`src/rtl/fetch_pkg.sv`:
```
// Shared fetch-stage definitions: instruction size, decode bubble encoding and decode-side bundle.
package fetch_pkg;

    localparam logic [31:0] NOP         = 32'h0000_0013;
    localparam int          INSTR_BYTES = 4;

    typedef struct packed {
        logic        valid;
        logic [31:0] instr;
        logic [31:0] pc;
    } fetch_out_t;

endpackage

```
`src/rtl/fetch_pc_gen.sv`:
```
// PC register and next-address selection: redirect mux, word alignment and sequential +4 step.
module fetch_pc_gen
    import fetch_pkg::*;
#(
    parameter int              ADDR_W       = 32,
    parameter logic [ADDR_W-1:0] RESET_VECTOR = '0
) (
    input  logic              clk,
    input  logic              rst,
    input  logic              redirect_valid,
    input  logic [ADDR_W-1:0] redirect_pc,
    input  logic              issue,
    output logic [ADDR_W-1:0] addr
);

    logic [ADDR_W-1:0] pc;
    logic              unused_lsbs;

    // Redirect targets are forced onto a word boundary; the low bits carry no meaning.
    assign unused_lsbs = ^redirect_pc[1:0];
    assign addr        = redirect_valid ? {redirect_pc[ADDR_W-1:2], 2'b00} : pc;

    // The +4 step wraps naturally at the top of the address space.
    always_ff @(posedge clk) begin
        if (rst) begin
            pc <= RESET_VECTOR;
        end else if (issue) begin
            pc <= addr + ADDR_W'(INSTR_BYTES);
        end
    end

endmodule

```
`src/rtl/instruction_fetch.sv`:
```
// Fetch stage in front of a 1-cycle BRAM: issues reads, tracks the in-flight word, hands off to decode.
// Optional performance counters are built only when FETCH_PERF_EN is defined.
module instruction_fetch
    import fetch_pkg::*;
#(
    parameter int                ADDR_W       = 32,
    parameter logic [ADDR_W-1:0] RESET_VECTOR = 32'h0000_0000
) (
    input  logic              clk,
    input  logic              rst,
    input  logic              redirect_valid,
    input  logic [ADDR_W-1:0] redirect_pc,
    output logic              imem_en,
    output logic [ADDR_W-1:0] imem_addr,
    input  logic [31:0]       imem_data,
    output logic              instr_valid,
    output logic [31:0]       instr,
    output logic [ADDR_W-1:0] instr_pc,
    input  logic              instr_ready,
    output logic [31:0]       perf_fetched,
    output logic [31:0]       perf_stalled
);

    logic              advance;
    logic              issue;
    logic              pend_valid;
    logic [ADDR_W-1:0] pend_pc;

    fetch_pc_gen #(
        .ADDR_W       (ADDR_W),
        .RESET_VECTOR (RESET_VECTOR)
    ) u_pc_gen (
        .clk            (clk),
        .rst            (rst),
        .redirect_valid (redirect_valid),
        .redirect_pc    (redirect_pc),
        .issue          (issue),
        .addr           (imem_addr)
    );

    assign instr_valid = pend_valid && !rst;
    assign advance     = !instr_valid || instr_ready;
    // A redirect always issues, even under backpressure, so the held word is dropped.
    assign issue       = !rst && (advance || redirect_valid);
    assign imem_en     = issue;
    assign instr       = imem_data;
    assign instr_pc    = rst ? '0 : pend_pc;

    // Read-issue to data-return boundary: pend_* describe the word the BRAM is presenting.
    always_ff @(posedge clk) begin
        if (rst) begin
            pend_valid <= 1'b0;
        end else if (issue) begin
            pend_valid <= 1'b1;
        end
    end

    always_ff @(posedge clk) begin
        if (issue) begin
            pend_pc <= imem_addr;
        end
    end

`ifdef FETCH_PERF_EN
    logic [31:0] fetched_cnt;
    logic [31:0] stalled_cnt;

    function automatic logic [31:0] sat_inc(input logic [31:0] v);
        return (&v) ? v : v + 32'd1;
    endfunction

    // An instruction squashed by a same-cycle redirect is not an accept.
    always_ff @(posedge clk) begin
        if (rst) begin
            fetched_cnt <= '0;
            stalled_cnt <= '0;
        end else begin
            if (instr_valid && instr_ready && !redirect_valid) fetched_cnt <= sat_inc(fetched_cnt);
            if (instr_valid && !instr_ready)                   stalled_cnt <= sat_inc(stalled_cnt);
        end
    end

    assign perf_fetched = rst ? '0 : fetched_cnt;
    assign perf_stalled = rst ? '0 : stalled_cnt;
`else
    assign perf_fetched = '0;
    assign perf_stalled = '0;
`endif

endmodule
```
`config.mk`:
```
export PLATFORM = sky130hd
export DESIGN_NAME = instruction_fetch
export DESIGN_NICKNAME = d
export VERILOG_FILES = /design/src/rtl/fetch_pkg.sv /design/src/rtl/fetch_pc_gen.sv /design/src/rtl/instruction_fetch.sv
export SDC_FILE = /design/constraint.sdc
export NUM_CORES = 1
export LEC_CHECK = 0
export ABC_CLOCK_PERIOD_IN_PS = 3250
export CORE_ASPECT_RATIO = 1.4
export CORE_MARGIN = 3
export CORE_UTILIZATION = 40
export DETAILED_ROUTE_END_ITERATION = 6
export GPL_ROUTABILITY_DRIVEN = 0
export HOLD_SLACK_MARGIN = 0.12
export PLACE_DENSITY_LB_ADDON = 0.05
export RECOVER_POWER = 100
export REMOVE_ABC_BUFFERS = 1
export SLEW_MARGIN = 20
export SYNTH_ARGS = -nofsm -noshare
export SYNTH_HDL_FRONTEND = slang
export SYNTH_SLANG_ARGS = --single-unit
export TNS_END_PERCENT = 20
```
`constraint.sdc`:
```
create_clock -name clk -period 3.25 [get_ports clk]
set_clock_uncertainty 0.05 [all_clocks]
set_input_delay 0.325 -clock clk [delete_from_list [all_inputs] [get_ports clk]]
set_output_delay 0.325 -clock clk [all_outputs]
set_load 0.03 [all_outputs]
```
==> results of run 1 <==
==> registers in the layout, summed over array words and instances, names as in the netlist <==
signal / count
pend_pc: 32
pend_valid: 1
u_pc_gen.pc: 32
==> worst paths after layout <==
check                       start               to  slack, ns  depth (start not counted)
setup / recovery   redirect_pc[2]  u_pc_gen.pc[26]       0.45                          9
hold / removal    u_pc_gen.pc[16]  u_pc_gen.pc[16]       0.40                          2
setup reg to reg   u_pc_gen.pc[2]  u_pc_gen.pc[26]       0.65                          8
hold reg to reg   u_pc_gen.pc[16]  u_pc_gen.pc[16]       0.40                          2
==> per-stage QoR <==
step / utilization [%] / instance area, um2 / instances / setup slack [ns]
finish: 50.2 / 5280 / 666 / 0.454
global route: 50.2 / 5280 / 666 / 0.336
CTS: 50.9 / 5350 / 666 / 0.611
detailed placement: 47.9 / 5040 / 650 / 0.271
global placement: 47.9 / 5040 / 650 / 0.345
floorplan: - / 3790 / 402 / 0.820
==> routing by layer <==
metal	global-route usage [%]	share of wire (%)
met2	27.7	46
met4	6.46	1.6
met5	2.92	0
met3	7.38	8.9
met1	23.1	43
==> power by group through the flow <==
stage          registers [uW]  clock network [uW]  logic, uW
3_3_place_gp              971                   0        597
3_5_place_dp              972                   0        600
5_1_grt                   962                1090        607
2_1_floorplan             964                   0        374
6_report                  955                1030        566
4_1_cts                   956                1060        602
==> cell usage after synthesis (3+ instances only) <==
master    number  area [um2]
nand2_1       41         154
inv_1         10        37.5
clkbuf_1       8        30.0
mux2_2        22         248
a21oi_1        8        40.0
nand3b_1       4        30.0
a211oi_1       6        45.0
buf_4        100         751
mux2i_1        6        60.1
xor2_1         8        70.1
o21ai_1        8        40.0
nor2_1        16        60.1
dfxtp_1       33         661
xnor2_1       21         184
edfxtp_1      32         961
nor3_2         3        30.0
and4_1         3        26.3
and2_1         3        18.8
o21ai_0        9        45.0
nor3_1         5        25.0
nand3_1       22         110
nor2b_1       36         225
==> logic make-up after synthesis <==
family                     share of synthesized area, %
and+or+nand+nor                                    21.8
buffers and inverters                              19.7
DFF                                                37.1
AOI/OAI and AO/OA                                  8.24
xor gates and xnor gates                           5.81
muxes                                              7.04
adders and majority gates                         0.286
other                                            0.0858
==> final cells by class <==
type	instances	area (um2)	share of cell area [%]
multi-input cells	326	2070	39.3
flip-flops and latches	65	1620	30.7
repair buffers	110	1050	20.0
clock buffers	13	250	4.74
well taps	138	173	3.27
clock inverters	3	63.8	1.21
inverters	11	41.3	0.783
==> critical path: stages <==
cell and delay, ns:
dlygate4sd3_1 0.54, mux2_1 0.20, ha_1 0.31, nand4b_1 0.21, a22oi_4 0.33, nand4_4 0.25, a2111oi_0 0.54, xnor2_1 0.18
o21ai_1 0.07
==> results.sh, run 1 <==
export IMPL_run_status="finished clean"
export IMPL_route_antenna_remaining_nets=0
export IMPL_routedWlPerCell_um=16.8
export IMPL_grt_usage_pct=18.2
export IMPL_port_buffers=99
export IMPL_p_seq_share_pct=37.4
export IMPL_hold_viol=0
export IMPL_drive_gt1_share_pct=7.01
export IMPL_cts_tree="yes"
export IMPL_clockRootBuffer="clkbuf_16"
export IMPL_hp_class="reg -> reg"
export IMPL_routed_wl_mm=11.2
export IMPL_async_flop_share_pct=0
export IMPL_mostFrequentLayoutCell="dlygate4sd3_1"
export IMPL_antenna_found_initial=0
export IMPL_cts_made_buffers=9
export IMPL_setup_viol=0
export IMPL_dieHeight_um=130
export IMPL_clockPowerShare_pct=40.5
export IMPL_p_leak_uw=0.00217
export IMPL_finalCritPeriodShare_pct=86.0
export IMPL_die_width_um=94.4
export IMPL_rows=44
export IMPL_start_util_pct=41.6
export IMPL_power_uw=2560
export IMPL_hpwl_mm=8.39
export IMPL_p_int_uw=1810
export IMPL_first_global_vias=3021
export IMPL_fin_nets=592
export IMPL_fillers=970
export IMPL_grt_max_degree=40
export IMPL_ys_ff_latch=65
export IMPL_die_area_mm2=0.0122
export IMPL_syn_to_final_growth_pct=20.7
export IMPL_swShare_pct=29.3
export IMPL_synthesis_area_mm2=0.00437
export IMPL_antenna_cells=0
export IMPL_max_freq_ghz=0.358
export IMPL_cts_setup_buffers=0
export IMPL_synth_edf_count=32
export IMPL_worst_pin_slew_ns=0.808
export IMPL_vias=3191
export IMPL_layout_common_cells="dlygate4sd3_1, conb_1, nand2_1"
export IMPL_pin_count=230
export IMPL_combPwrFrac_pct=22.2
export IMPL_setup_tns_final_ns=0
export IMPL_crit_path_max_fanout=11
export IMPL_ir_worst_vdd_mv=0.272
export IMPL_clk_pin_slew_ns=0.05
export IMPL_drv_slew=0
export IMPL_core_area_mm2=0.0105
export IMPL_slew_headroom_pct=45.9
export IMPL_powerDensity_mw_per_mm2=484
export IMPL_synth_cells=452
export IMPL_drt_iter0_drc=103
export IMPL_viasPerCell=4.79
export IMPL_h_tree_depth=3
export IMPL_critPathCaptureType="flip-flop"
export IMPL_ys_flop_type="dfxtp_1"
export IMPL_hold_slack_ns=0.402
export IMPL_synth_cell_types=61
export IMPL_grt_overflow_total=0
export IMPL_p_switching_uw=748
export IMPL_start_kind="input pin"
export IMPL_cts_resized=0
export IMPL_yosysWarnings=0
export IMPL_critPathKind="in -> reg"
export IMPL_cts_hold_buf=0
export IMPL_drcViolationCount=0
export IMPL_grt_setup_unrepaired="false"
export IMPL_cap_violations=0
export IMPL_dr_pass1_iters=4
export IMPL_critPathRequiredTime_ns=3.42
export IMPL_fin_crit_ns=2.80
export IMPL_grt_pass1_wl_mm=16.6
export IMPL_clock_latency_ns=0.33
export IMPL_cts_sinks=65
export IMPL_syn_avg_cell_area_um2=9.67
export IMPL_ys_seq_area_share_pct=37.1
export IMPL_clock_path_buffers=2
export IMPL_critical_path_arrival_ns=2.96
(Power assumes the default switching activity.)
==> run 2, diff against run 1 <==
--- a/config.mk
+++ b/config.mk
@@ -7,7 +7,7 @@
 export LEC_CHECK = 0
 export ABC_CLOCK_PERIOD_IN_PS = 3250
 export CORE_ASPECT_RATIO = 1.4
-export CORE_MARGIN = 3
+export CORE_MARGIN = 8
 export CORE_UTILIZATION = 40
 export DETAILED_ROUTE_END_ITERATION = 6
 export GPL_ROUTABILITY_DRIVEN = 0
==> run 2 against run 1 <==
Largest cell class unchanged. Setup slack better by 0.036 ns. Count of clock-buffer cells in the layout is 2 higher. Final area is 1.0% lower. Die area is 19% higher.
==> results.sh, run 2 (synthesized netlist as in run 1, its figures left out) <==
export IMPL_run_status="finished clean"
export IMPL_critPathTopFamily="simple AND/OR/NAND/NOR gates"
export IMPL_clock_path_buffers=2
export IMPL_hpwl_mm=9.35
export IMPL_crit_path_max_fanout=8
export IMPL_max_freq_ghz=0.362
export IMPL_worst_pin_slew_ns=1.26
export IMPL_critPathRequiredTime_ns=3.42
export IMPL_cts_setup_buffers=0
export IMPL_grt_setup_unrepaired="false"
export IMPL_stdcell_count=670
export IMPL_routed_wl_mm=12.2
export IMPL_slowest_stage="nor3_1"
export IMPL_ir_worst_vdd_mv=0.256
export IMPL_pin_count=230
export IMPL_vias=3189
export IMPL_slowest_delay_ns=1.01
export IMPL_die_area_mm2=0.0146
export IMPL_post_route_util_pct=48.6
export IMPL_dp_cells=654
export IMPL_grt_overflow_total=0
export IMPL_grtUsageMet3_pct=8.78
export IMPL_dr_pass1_iters=4
export IMPL_setup_viol=0
export IMPL_critPathCaptureType="flip-flop"
export IMPL_die_width_um=104
export IMPL_p_leak_uw=0.00212
export IMPL_drt_iter0_drc=145
export IMPL_crit_chain="clkdlybuf4s50_1, and4_1, o2bb2ai_2, nor3_1, and3b_1, xnor2_1, a211oi_1"
export IMPL_fin_nets=593
export IMPL_cts_hold_buf=0
export IMPL_routedWlPerCell_um=18.2
export IMPL_met1_usage_pct=18.1
export IMPL_powerDensity_mw_per_mm2=458
export IMPL_drive_gt1_share_pct=5.67
export IMPL_start_util_pct=40.7
export IMPL_finalCritPeriodShare_pct=84.9
export IMPL_route_antenna_remaining_nets=0
export IMPL_crit_start="redirect_pc[4]"
export IMPL_slew_headroom_pct=15.2
export IMPL_min_from="rst"
export IMPL_hp_class="in -> reg"
export IMPL_mostFrequentLayoutCell="dlygate4sd3_1"
export IMPL_clockRootBuffer="clkbuf_16"
export IMPL_critPathKind="in -> reg"
export IMPL_cap_violations=0
export IMPL_first_global_vias=3339
export IMPL_top_regs="pend_pc: 32 flops, u_pc_gen.pc: 32 flops, pend_valid: 1 flops"
export IMPL_clk_pin_slew_ns=0.05
export IMPL_drcViolationCount=0
export IMPL_antenna_found_initial=0
export IMPL_drv_slew=0
export IMPL_fillers=1038
export IMPL_cts_made_buffers=9
export IMPL_critical_path_arrival_ns=2.93
export IMPL_syn_to_final_growth_pct=19.5
export IMPL_layout_common_cells="dlygate4sd3_1, conb_1, nand2_1"
export IMPL_rows=45
export IMPL_cts_resized=0
export IMPL_port_buffers=99
export IMPL_grtUsageMet2_pct=26.1
export IMPL_grt_usage_pct=16.5
export IMPL_r2r_start="u_pc_gen.pc[8]"
export IMPL_grt_pass1_wl_mm=18.9
export IMPL_fin_crit_ns=2.76
export IMPL_grt_max_degree=68
export IMPL_h_tree_depth=3
export IMPL_cts_tree="yes"
export IMPL_cp_buffers_inverters=1
export IMPL_setup_tns_final_ns=0
export IMPL_cts_sinks=65
export IMPL_core_area_mm2=0.0108
export IMPL_hold_viol=0
export IMPL_grt_busiest_layer="met2"
export IMPL_clock_latency_ns=0.33
export IMPL_antenna_cells=0
export IMPL_viasPerCell=4.76
export IMPL_dieHeight_um=140
export IMPL_start_kind="input pin"
export IMPL_hold_slack_ns=0.388
run 2: through the flow:
stage	total power [uW]	area, um2	setup WS (ns)
after floorplan	1340	3790	0.820
after global placement	1570	5050	0.401
after detailed placement	1580	5050	0.352
after CTS	2460	5310	0.703
after global routing	2500	5220	0.279
final	2390	5220	0.490
run 2: path summary, 6_finish.rpt:
path / to / slack (ns) / depth (start not counted)
max reg2reg: u_pc_gen.pc[19] / 0.70 / 6
max: u_pc_gen.pc[19] / 0.49 / 7
min: u_pc_gen.pc[15] / 0.39 / 4
min reg2reg: u_pc_gen.pc[26] / 0.40 / 2
run 2: layer usage:
layer	up-vias	wire [um]
met2	141	5860
met5	-	34
met3	21	1230
met1	1493	4880
met4	2	185
li1	1532	-
run 2: final cells by class:
class	instances	area, um2	share of cell area, %
Timing Repair Buffer	111	1050	20.1
Clock inverter	1	3.75	0.0719
Multi-Input combinational cell	326	2070	39.7
Clock buffer	15	258	4.93
Tap cell	141	176	3.38
Sequential cell	65	1620	31.0
Inverter	11	41.3	0.790
run 2: worst register-to-register path: stages (launching register included):
cell      delay, ns
dfxtp_1        0.40
nand3_1        0.10
o22a_1         0.27
nor3_1         1.03
and3b_1        0.32
xnor2_1        0.07
a211oi_1       0.21
run 2: power by group:
part | internal (uW) | total [uW] | switching, uW
logic | 188 | 568 | 379
clock network | 536 | 868 | 332
registers | 927 | 956 | 28.7
total | 1650 | 2390 | 740
==> run 3, diff against run 2 <==
--- a/config.mk
+++ b/config.mk
@@ -5,7 +5,7 @@
 export SDC_FILE = /design/constraint.sdc
 export NUM_CORES = 1
 export LEC_CHECK = 0
-export ABC_CLOCK_PERIOD_IN_PS = 3250
+export ABC_CLOCK_PERIOD_IN_PS = 2600
 export CORE_ASPECT_RATIO = 1.4
 export CORE_MARGIN = 8
 export CORE_UTILIZATION = 40
==> constraint.sdc (replaced) <==
create_clock -name clk -period 2.6 [get_ports clk]
set_clock_uncertainty 0.05 [all_clocks]
set_input_delay 0.26 -clock clk [delete_from_list [all_inputs] [get_ports clk]]
set_output_delay 0.26 -clock clk [all_outputs]
set_load 0.03 [all_outputs]
==> run 3 against run 2 <==
Hold slack worse by 0.085 ns. Total power rose by 28%. Die area is the same. Sequential cell count stayed put. Clock power up 30%. Via count rose by 2.1%. Cell count is 1.9% higher. Combinational power is 28% higher. Sequential power is 24% higher. Final area up 2.9%. Register-to-register slack worse by 0.38 ns. Global-route usage rose by 0.097 points. Largest power group unchanged. Highest routed layer unchanged.
==> results.sh, run 3 (synthesized netlist as in run 1, its figures left out) <==
export IMPL_crit_chain="clkbuf_1, buf_12, mux2i_1, inv_1, dlygate4sd3_1"
export IMPL_fin_crit_ns=2.40
export IMPL_cts_hold_buf=0
export IMPL_setup_viol=0
export IMPL_critical_path_arrival_ns=2.09
export IMPL_clock_latency_ns=0.33
export IMPL_critPathTopFamily="buffers and inverters"
export IMPL_cts_sinks=65
export IMPL_critPathCaptureType="output port"
export IMPL_cts_resized=0
export IMPL_fin_ws_ns=0.196
export IMPL_crit_path_max_fanout=67
export IMPL_post_route_util_pct=50.0
export IMPL_antenna_cells=0
export IMPL_syn_to_final_growth_pct=22.9
export IMPL_first_global_vias=3450
export IMPL_grt_usage_pct=16.6
export IMPL_port_buffers=99
export IMPL_slowest_stage="dlygate4sd3_1"
export IMPL_reg2reg_depth=8
export IMPL_vias=3255
export IMPL_r2r_start="u_pc_gen.pc[3]"
export IMPL_worstReg2RegEnd="u_pc_gen.pc[26]"
export IMPL_top_regs="pend_pc: 32 flops, u_pc_gen.pc: 32 flops, pend_valid: 1 flops"
export IMPL_h_tree_depth=3
export IMPL_cts_tree="yes"
export IMPL_clock_path_buffers=2
export IMPL_fillers=1027
export IMPL_ir_worst_vdd_mv=0.315
export IMPL_viasPerCell=4.77
export IMPL_run_status="finished clean"
export IMPL_grt_max_degree=68
export IMPL_dr_pass1_iters=6
export IMPL_core_area_mm2=0.0108
export IMPL_hold_slack_ns=0.303
export IMPL_hpwl_mm=9.39
export IMPL_mostFrequentLayoutCell="dlygate4sd3_1"
export IMPL_dp_cells=667
export IMPL_critPathKind="in -> out"
export IMPL_slowest_delay_ns=0.72
export IMPL_routedWlPerCell_um=17.8
export IMPL_cap_violations=0
export IMPL_cts_setup_buffers=0
export IMPL_grt_setup_unrepaired="false"
export IMPL_die_area_mm2=0.0146
export IMPL_power_uw=3050
export IMPL_die_width_um=104
export IMPL_slew_headroom_pct=52.1
export IMPL_hp_class="in -> reg"
export IMPL_hold_viol=0
export IMPL_layout_common_cells="dlygate4sd3_1, conb_1, nand2_1"
export IMPL_drt_iter0_drc=80
export IMPL_start_util_pct=40.7
export IMPL_critPathRequiredTime_ns=2.29
export IMPL_pin_count=230
export IMPL_powerDensity_mw_per_mm2=567
export IMPL_stdcell_count=683
export IMPL_route_antenna_remaining_nets=0
export IMPL_p_leak_uw=0.00219
export IMPL_max_freq_ghz=0.416
export IMPL_drv_slew=0
export IMPL_grt_overflow_total=0
export IMPL_post_place_ws_ns=-0.0867
export IMPL_rows=45
export IMPL_drive_gt1_share_pct=8.67
export IMPL_r2r_slack_ns=0.32
export IMPL_grt_pass1_wl_mm=19.0
export IMPL_cp_buffers_inverters=4
export IMPL_fin_nets=606
export IMPL_cp_endpoint="imem_addr[16]"
export IMPL_cp_depth=5
export IMPL_finalCritPeriodShare_pct=92.5
export IMPL_worst_pin_slew_ns=0.719
export IMPL_clk_pin_slew_ns=0.05
export IMPL_start_kind="input pin"
export IMPL_dieHeight_um=140
export IMPL_crit_start="redirect_valid"
export IMPL_routed_wl_mm=12.1
export IMPL_drcViolationCount=0
export IMPL_clockRootBuffer="clkbuf_16"
export IMPL_cts_made_buffers=9
export IMPL_antenna_found_initial=0
==> run 3: worst min-delay path by stage <==
stage                          from              end  slack (ns)  cells past startpoint
floorplan                       rst  u_pc_gen.pc[12]        0.28                      1
global placement    u_pc_gen.pc[26]  u_pc_gen.pc[26]        0.38                      2
detailed placement  u_pc_gen.pc[26]  u_pc_gen.pc[26]        0.39                      2
CTS                             rst   u_pc_gen.pc[3]        0.31                      2
global route                    rst   u_pc_gen.pc[3]        0.33                      2
finish                          rst   u_pc_gen.pc[3]        0.30                      2
==> run 3: where the power goes <==
| group | total [uW] | internal [uW] | switching (uW) | leakage (uW) |
|---|---|---|---|---|
| logic | 729 | 252 | 477 | 0.00146 |
| registers | 1190 | 1160 | 36.8 | 0.000594 |
| clock network | 1130 | 694 | 432 | 0.000136 |
| total | 3050 | 2100 | 946 | 0.00219 |
==> run 3: per-layer routing <==
layer / routed length (um) / vias up / GRT usage [%]
met1: 4910 / 1529 / 18.1
li1: - / 1560 / -
met4: 157 / 2 / 6.04
met3: 1210 / 15 / 8.36
met5: 34 / - / 3.90
met2: 5820 / 149 / 26.6
==> run 3: area by class of cell <==
class                   instances  area, um2  area share (%)
repair buffers                124       1160            21.7
inverters                      11       41.3           0.768
well taps                     141        176            3.28
clock inverters                 3       17.5           0.326
clock buffers                  13        260            4.84
multi-input cells             326       2090            39.0
flip-flops and latches         65       1620            30.2
==> run 3: stage by stage <==
stage	cell area, um2	setup TNS [ns]
after floorplan	3790	0
after global placement	5170	-0.132
after detailed placement	5170	-0.435
after CTS	5450	0
after global routing	5380	0
final	5380	0
